## src/rtl/rv_pkg.sv

```systemverilog
// Shared types and sizes for the integer datapath.
// Imported by the register bank and its decoders.
package rv_pkg;

    localparam int XLEN       = 32;
    localparam int NREG       = 32;
    localparam int REG_ADDR_W = 5;

    typedef logic [XLEN-1:0]       word_t;
    typedef logic [REG_ADDR_W-1:0] reg_addr_t;
    typedef logic [NREG-1:0]       reg_mask_t;

    function automatic logic is_x0(input reg_addr_t a);
        return a == '0;
    endfunction

endpackage

```

## src/rtl/reg_bank32_decoder5x32.sv

```systemverilog
// 5-to-32 one-hot decoder with enable.
// All outputs are low when en is low.
module decoder5x32
    import rv_pkg::*;
(
    input  logic      en,
    input  reg_addr_t a,
    output reg_mask_t y
);

    always_comb begin
        y = '0;
        if (en) begin
            y[a] = 1'b1;
        end
    end

endmodule

```

## src/rtl/reg_bank32.sv

```systemverilog
// 32 x XLEN architectural register file with busy scoreboard
// and a wrapping count of committed writes.
module reg_bank32
    import rv_pkg::*;
#(
    parameter bit ZERO_REG = 1'b1
) (
    input  logic        clk,
    input  logic        rst,
    input  logic        we,
    input  reg_addr_t   waddr,
    input  word_t       wdata,
    input  logic        mark_en,
    input  reg_addr_t   mark_addr,
    output word_t       q0,
    output word_t       q1,
    output word_t       q2,
    output word_t       q3,
    output word_t       q4,
    output word_t       q5,
    output word_t       q6,
    output word_t       q7,
    output word_t       q8,
    output word_t       q9,
    output word_t       q10,
    output word_t       q11,
    output word_t       q12,
    output word_t       q13,
    output word_t       q14,
    output word_t       q15,
    output word_t       q16,
    output word_t       q17,
    output word_t       q18,
    output word_t       q19,
    output word_t       q20,
    output word_t       q21,
    output word_t       q22,
    output word_t       q23,
    output word_t       q24,
    output word_t       q25,
    output word_t       q26,
    output word_t       q27,
    output word_t       q28,
    output word_t       q29,
    output word_t       q30,
    output word_t       q31,
    output logic [31:0] busy,
    output logic [15:0] wr_count
);

    word_t     regs [NREG];
    reg_mask_t busy_r;
    reg_mask_t wr_oh;
    reg_mask_t mk_oh;
    logic      wr_ok;
    logic      mk_ok;

    // Index 0 is filtered before decode so discarded writes never count.
    assign wr_ok = we && !(ZERO_REG && is_x0(waddr));
    assign mk_ok = mark_en && !(ZERO_REG && is_x0(mark_addr));

    decoder5x32 u_wr_dec (
        .en (wr_ok),
        .a  (waddr),
        .y  (wr_oh)
    );

    decoder5x32 u_mk_dec (
        .en (mk_ok),
        .a  (mark_addr),
        .y  (mk_oh)
    );

    always_ff @(posedge clk) begin
        if (rst) begin
            for (int i = 0; i < NREG; i++) begin
                regs[i] <= '0;
            end
            busy_r   <= '0;
            wr_count <= '0;
        end else begin
            for (int i = 0; i < NREG; i++) begin
                if (wr_oh[i]) begin
                    regs[i] <= wdata;
                end
                // A fresh mark supersedes the retiring producer.
                if (mk_oh[i]) begin
                    busy_r[i] <= 1'b1;
                end else if (wr_oh[i]) begin
                    busy_r[i] <= 1'b0;
                end
            end
            wr_count <= wr_count + {15'd0, wr_ok};
        end
    end

    assign busy = ZERO_REG ? {busy_r[NREG-1:1], 1'b0} : busy_r;

    assign q0  = ZERO_REG ? '0 : regs[0];
    assign q1  = regs[1];
    assign q2  = regs[2];
    assign q3  = regs[3];
    assign q4  = regs[4];
    assign q5  = regs[5];
    assign q6  = regs[6];
    assign q7  = regs[7];
    assign q8  = regs[8];
    assign q9  = regs[9];
    assign q10 = regs[10];
    assign q11 = regs[11];
    assign q12 = regs[12];
    assign q13 = regs[13];
    assign q14 = regs[14];
    assign q15 = regs[15];
    assign q16 = regs[16];
    assign q17 = regs[17];
    assign q18 = regs[18];
    assign q19 = regs[19];
    assign q20 = regs[20];
    assign q21 = regs[21];
    assign q22 = regs[22];
    assign q23 = regs[23];
    assign q24 = regs[24];
    assign q25 = regs[25];
    assign q26 = regs[26];
    assign q27 = regs[27];
    assign q28 = regs[28];
    assign q29 = regs[29];
    assign q30 = regs[30];
    assign q31 = regs[31];

endmodule

```

## config.mk

```make
export PLATFORM = sky130hd
export DESIGN_NAME = reg_bank32
export DESIGN_NICKNAME = d
export VERILOG_FILES = /design/src/rtl/rv_pkg.sv /design/src/rtl/reg_bank32_decoder5x32.sv /design/src/rtl/reg_bank32.sv
export SDC_FILE = /design/constraint.sdc
export NUM_CORES = 1
export LEC_CHECK = 0
export BUFFER_PORTS_ARGS = -buffer_cell sky130_fd_sc_hd__buf_2
export CAP_MARGIN = 20
export CELL_PAD_IN_SITES_DETAIL_PLACEMENT = 1
export CELL_PAD_IN_SITES_GLOBAL_PLACEMENT = 1
export CORE_AREA = 2 2 439 441
export DETAILED_ROUTE_END_ITERATION = 10
export DIE_AREA = 0 0 441 443
export PLACE_DENSITY_LB_ADDON = 0.1
export SLEW_MARGIN = 5
export SYNTH_ARGS = -nofsm -noshare
export SYNTH_HDL_FRONTEND = slang
export SYNTH_SLANG_ARGS = --single-unit
```

## constraint.sdc

```tcl
create_clock -name clk -period 9.8 [get_ports clk]
set_input_delay 0.49 -clock clk [delete_from_list [all_inputs] [get_ports clk]]
set_output_delay 0.49 -clock clk [all_outputs]
set_load 0.02 [all_outputs]
```

==> impl_metrics.prom <==
# TYPE chip_impl_metric gauge
chip_impl_info{name="timing.hold.worst.class",value="in2reg"} 1
chip_impl_metric{name="grt_pass1_wl",unit="um"} 227000
chip_impl_metric{name="cts_setup_buffers",unit=""} 0
chip_impl_metric{name="clock_skew",unit="ns"} 0.00782
chip_impl_metric{name="maximum_number_of_pins_on_one_net_before_global_route_repair",unit=""} 51
chip_impl_metric{name="cts_max_level",unit=""} 4
chip_impl_metric{name="worst_slew_margin_rel",unit="%"} 28.3
chip_impl_metric{name="insertion_delay",unit="ns"} 0.77
chip_impl_metric{name="post_synth_inst_count",unit=""} 1997
chip_impl_metric{name="fill_cell_count",unit=""} 20836
chip_impl_metric{name="die_height",unit="um"} 443
chip_impl_metric{name="ctsLongestPathBuffers",unit=""} 3
chip_impl_metric{name="timing.reg2reg.setup_slack",unit="ns"} 7.92
chip_impl_metric{name="worst_setup_margin",unit="ns"} 7.24
chip_impl_metric{name="route.antenna.remaining_nets",unit=""} 0
chip_impl_metric{name="post-dp-hpwl",unit="um"} 122000
chip_impl_metric{name="vias_per_cell",unit=""} 3.84
chip_impl_metric{name="place_area",unit="um2"} 43700
chip_impl_metric{name="final.min_clock_period",unit="ns"} 2.56
chip_impl_metric{name="rows",unit=""} 161
chip_impl_metric{name="place_worst_setup_slack",unit="ns"} 5.96
chip_impl_metric{name="crit_path_max_fanout",unit=""} 50
chip_impl_metric{name="gp_congestion",unit=""} 0.754
chip_impl_metric{name="grt_antenna_before_repair",unit=""} 19
chip_impl_metric{name="post-route-drc-count",unit=""} 0
chip_impl_metric{name="fin_tns_setup",unit="ns"} 0
chip_impl_metric{name="detail_route.iter0.violations",unit=""} 1368
chip_impl_metric{name="timing.final.setup_violations",unit=""} 0
chip_impl_info{name="ctsRootBufferMaster",value="sky130_fd_sc_hd__clkbuf_16"} 1
chip_impl_metric{name="power.static_leakage",unit="nW"} 18.2
chip_impl_info{name="cts_tree",value="done"} 1
chip_impl_metric{name="cts.reportedPaths.clkPinSlew",unit="ns"} 0.06
chip_impl_metric{name="num-nets-final",unit=""} 3225
chip_impl_metric{name="hold_violations",unit=""} 0
chip_impl_metric{name="dieArea",unit="um2"} 195000
chip_impl_metric{name="synth.avg_cell_area",unit="um2"} 17.6
chip_impl_metric{name="floorplan.die.width",unit="um"} 441
chip_impl_metric{name="drv.max_cap_violation_count",unit=""} 0
chip_impl_metric{name="worst_slew_pin_tran",unit="ns"} 1.07
chip_impl_info{name="run_status",value="finished, final reports clean"} 1
chip_impl_metric{name="maxSlewViolCount",unit=""} 0
chip_impl_metric{name="routed-via-count",unit=""} 22302
chip_impl_metric{name="design_area",unit="um2"} 47900
chip_impl_metric{name="seqCellArea",unit="um2"} 30700
chip_impl_metric{name="drive_gt1_share",unit="%"} 43.0
chip_impl_metric{name="fraction_of_the_yosys_area_taken_by_sequential_cells",unit="%"} 87.4
chip_impl_metric{name="cts_resized",unit=""} 0
chip_impl_metric{name="ios",unit=""} 1118
chip_impl_info{name="critical_path.endpoint_type",value="register"} 1
chip_impl_metric{name="critical_path_arrival",unit="ns"} 3.07
chip_impl_info{name="cp-start-kind",value="primary input"} 1
chip_impl_metric{name="finalCritPeriodShare",unit="%"} 26.1
chip_impl_metric{name="ir_worst_vdd",unit="mV"} 0.105
chip_impl_info{name="timing.setup.critical_path_class",value="in2reg"} 1
chip_impl_metric{name="yosysUniqueCellTypes",unit=""} 48
chip_impl_metric{name="postSynthRegisterBits",unit=""} 1039
chip_impl_metric{name="routed_wire_length_per_instance",unit="um"} 30.5
chip_impl_metric{name="netlist_area_before_placement",unit="um2"} 35100
chip_impl_metric{name="grt_use_total",unit="%"} 17.6
chip_impl_metric{name="first_global_vias",unit=""} 22473
chip_impl_metric{name="power.density_cell_area",unit="nW/um2"} 234
chip_impl_metric{name="multiInputGateArea",unit="um2"} 3620
chip_impl_metric{name="worst_hold_slack",unit="ns"} 0.0758
chip_impl_metric{name="start_util",unit="%"} 18.4
chip_impl_metric{name="gr-total-overflow",unit=""} 0
chip_impl_metric{name="placeableCoreArea",unit="um2"} 191000
chip_impl_metric{name="max_freq",unit="MHz"} 390
chip_impl_metric{name="worst_ep_required_time",unit="ns"} 10.31
chip_impl_metric{name="detailedRoute.firstPassIterationCount",unit=""} 4
chip_impl_metric{name="synth-warning-count",unit=""} 0
chip_impl_metric{name="number_of_input_and_output_port_buffers_inserted",unit=""} 1084
chip_impl_metric{name="wirelength",unit="um"} 177000
chip_impl_metric{name="power",unit="mW"} 11.2
chip_impl_metric{name="total_clock_sinks",unit=""} 1039
chip_impl_metric{name="cts_made_buffers",unit=""} 132
chip_impl_metric{name="postCtsHoldBufs",unit=""} 1
chip_impl_metric{name="area.growth.synth_to_final",unit="%"} 36.3
chip_impl_info{name="rsz0062_at_grt",value="false"} 1
-- final cells by class --
cell class	count	area share (%)
flip-flops and latches	1039	64.2
clock buffers	163	7.23
inverters	62	0.486
clock inverters	74	1.43
well taps	2526	6.60
repair buffers	1154	12.5
multi-input cells	788	7.57
diodes	5	0.0261
-- cell usage in the layout (no fill, tap or decap), types with 3 or more instances in the layout --
cell type and instances:
sky130_fd_sc_hd__inv_16 4, sky130_fd_sc_hd__nand4_1 4, sky130_fd_sc_hd__o21ai_0 3, sky130_fd_sc_hd__inv_6 5
sky130_fd_sc_hd__buf_2 1084, sky130_fd_sc_hd__nand2_2 26, sky130_fd_sc_hd__a31oi_1 8, sky130_fd_sc_hd__edfxtp_1 992
sky130_fd_sc_hd__clkbuf_16 133, sky130_fd_sc_hd__nor2_2 12, sky130_fd_sc_hd__and3_1 3, sky130_fd_sc_hd__o2bb2ai_1 20
sky130_fd_sc_hd__a32o_1 3, sky130_fd_sc_hd__mux2_2 4, sky130_fd_sc_hd__o31ai_1 4, sky130_fd_sc_hd__buf_4 66
sky130_fd_sc_hd__inv_2 16, sky130_fd_sc_hd__nand3_2 5, sky130_fd_sc_hd__a41o_2 3, sky130_fd_sc_hd__clkbuf_1 28
sky130_fd_sc_hd__or4_1 4, sky130_fd_sc_hd__clkinv_2 16, sky130_fd_sc_hd__inv_1 41, sky130_fd_sc_hd__diode_2 5
sky130_fd_sc_hd__nor2_1 544, sky130_fd_sc_hd__conb_1 33, sky130_fd_sc_hd__nand2_1 26, sky130_fd_sc_hd__clkinvlp_4 4
sky130_fd_sc_hd__clkinv_1 35, sky130_fd_sc_hd__nor4_1 4, sky130_fd_sc_hd__o22ai_1 6, sky130_fd_sc_hd__nand3_1 11
sky130_fd_sc_hd__nor2b_1 13, sky130_fd_sc_hd__bufinv_16 7, sky130_fd_sc_hd__dfxtp_1 47, sky130_fd_sc_hd__a21oi_1 20
sky130_fd_sc_hd__or3_1 4, sky130_fd_sc_hd__and3b_1 3, sky130_fd_sc_hd__clkinv_8 5
-- Yosys cell counts (all sizes together) --
master / n / area share, %
edfxtp: 992 / 85
nor2: 556 / 6.0
buf: 84 / 1.6
inv: 62 / 0.66
clkbuf: 56 / 0.61
nand2: 54 / 0.62
dfxtp: 47 / 2.7
a21oi: 20 / 0.28
o2bb2ai: 20 / 0.50
nand3: 17 / 0.28
nor2b: 13 / 0.23
a31oi: 8 / 0.14
o22ai: 6 / 0.11
mux2: 4 / 0.13
nand4: 4 / 0.071
nor4: 4 / 0.071
o21ai: 4 / 0.057
o31ai: 4 / 0.085
or3: 4 / 0.071
or4: 4 / 0.085
a32o: 3 / 0.085
a41o: 3 / 0.085
and3: 3 / 0.053
and3b: 3 / 0.075
a21o: 2 / 0.043
a31o: 2 / 0.050
and4bb: 2 / 0.071
ha: 2 / 0.071
nand3b: 2 / 0.043
xor2: 2 / 0.050
a21boi: 1 / 0.021
and2: 1 / 0.018
and2b: 1 / 0.021
and4b: 1 / 0.028
conb: 1 / 0.011
nand4b: 1 / 0.025
nor3: 1 / 0.014
nor3b: 1 / 0.053
nor4b: 1 / 0.068
xnor2: 1 / 0.025
-- flip-flops by register name (all words and copies together), names as in the netlist --
signal and flops:
wr_count 16, regs 992, busy_r 31
-- worst max-delay path: stages --
cell,delay [ns]
sky130_fd_sc_hd__buf_2,0.10
sky130_fd_sc_hd__buf_4,0.28
sky130_fd_sc_hd__inv_2,0.16
sky130_fd_sc_hd__buf_4,0.65
sky130_fd_sc_hd__nand2_2,0.70
sky130_fd_sc_hd__inv_1,0.60
-- report_power, final --
| part | switching, mW | leakage (nW) | internal (mW) |
|---|---|---|---|
| Clock | 2.05 | 2.01 | 2.72 |
| Sequential | 0.0796 | 9.90 | 5.17 |
| Combinational | 0.933 | 6.27 | 0.229 |
-- per-stage QoR --
step,cells,utilization [%]
after floorplan,2029,-
after global routing,5809,25.0
after CTS,5804,25.0
final,5811,25.1
after global placement,5565,22.8
after detailed placement,5566,22.9
-- routing by layer --
metal  part of all wire, %  routed length (um)  vias up  global-route usage [%]
li1                      -                   -     9495                       -
met1                    38               66700    11692                    19.3
met2                    51               90200      867                    30.8
met3                   7.9               14000      238                    6.36
met4                   3.6                6320       10                    6.39
met5                 0.036                  64        -                       0
-- logic make-up (layout without fill, tap and decap cells) --
| kind of cell | Yosys count | count (layout) | share of synthesized area (%) |
|---|---|---|---|
| AND/OR/NAND/NOR | 673 | 673 | 7.92 |
| adder cells (fa/ha/maj) | 2 | 2 | 0.0712 |
| AO/OA/AOI/OAI | 73 | 73 | 1.46 |
| XOR/XNOR | 3 | 3 | 0.0748 |
| other | 1 | 38 | 0.0107 |
| flip-flops | 1039 | 1039 | 87.4 |
| buffers and inverters | 202 | 1453 | 2.89 |
| multiplexers | 4 | 4 | 0.128 |
-- final timing paths --
| path | start | depth (start not counted) | to |
|---|---|---|---|
| worst max-delay path | rst | 6 | regs[0][612] |
| worst min register to register | busy_r[17] | 1 | busy_r[17] |
| worst max register to register | wr_count[0] | 5 | wr_count[12] |
| worst min-delay path | mark_addr[1] | 2 | busy_r[3] |
Power figures use the tool's default switching activity.
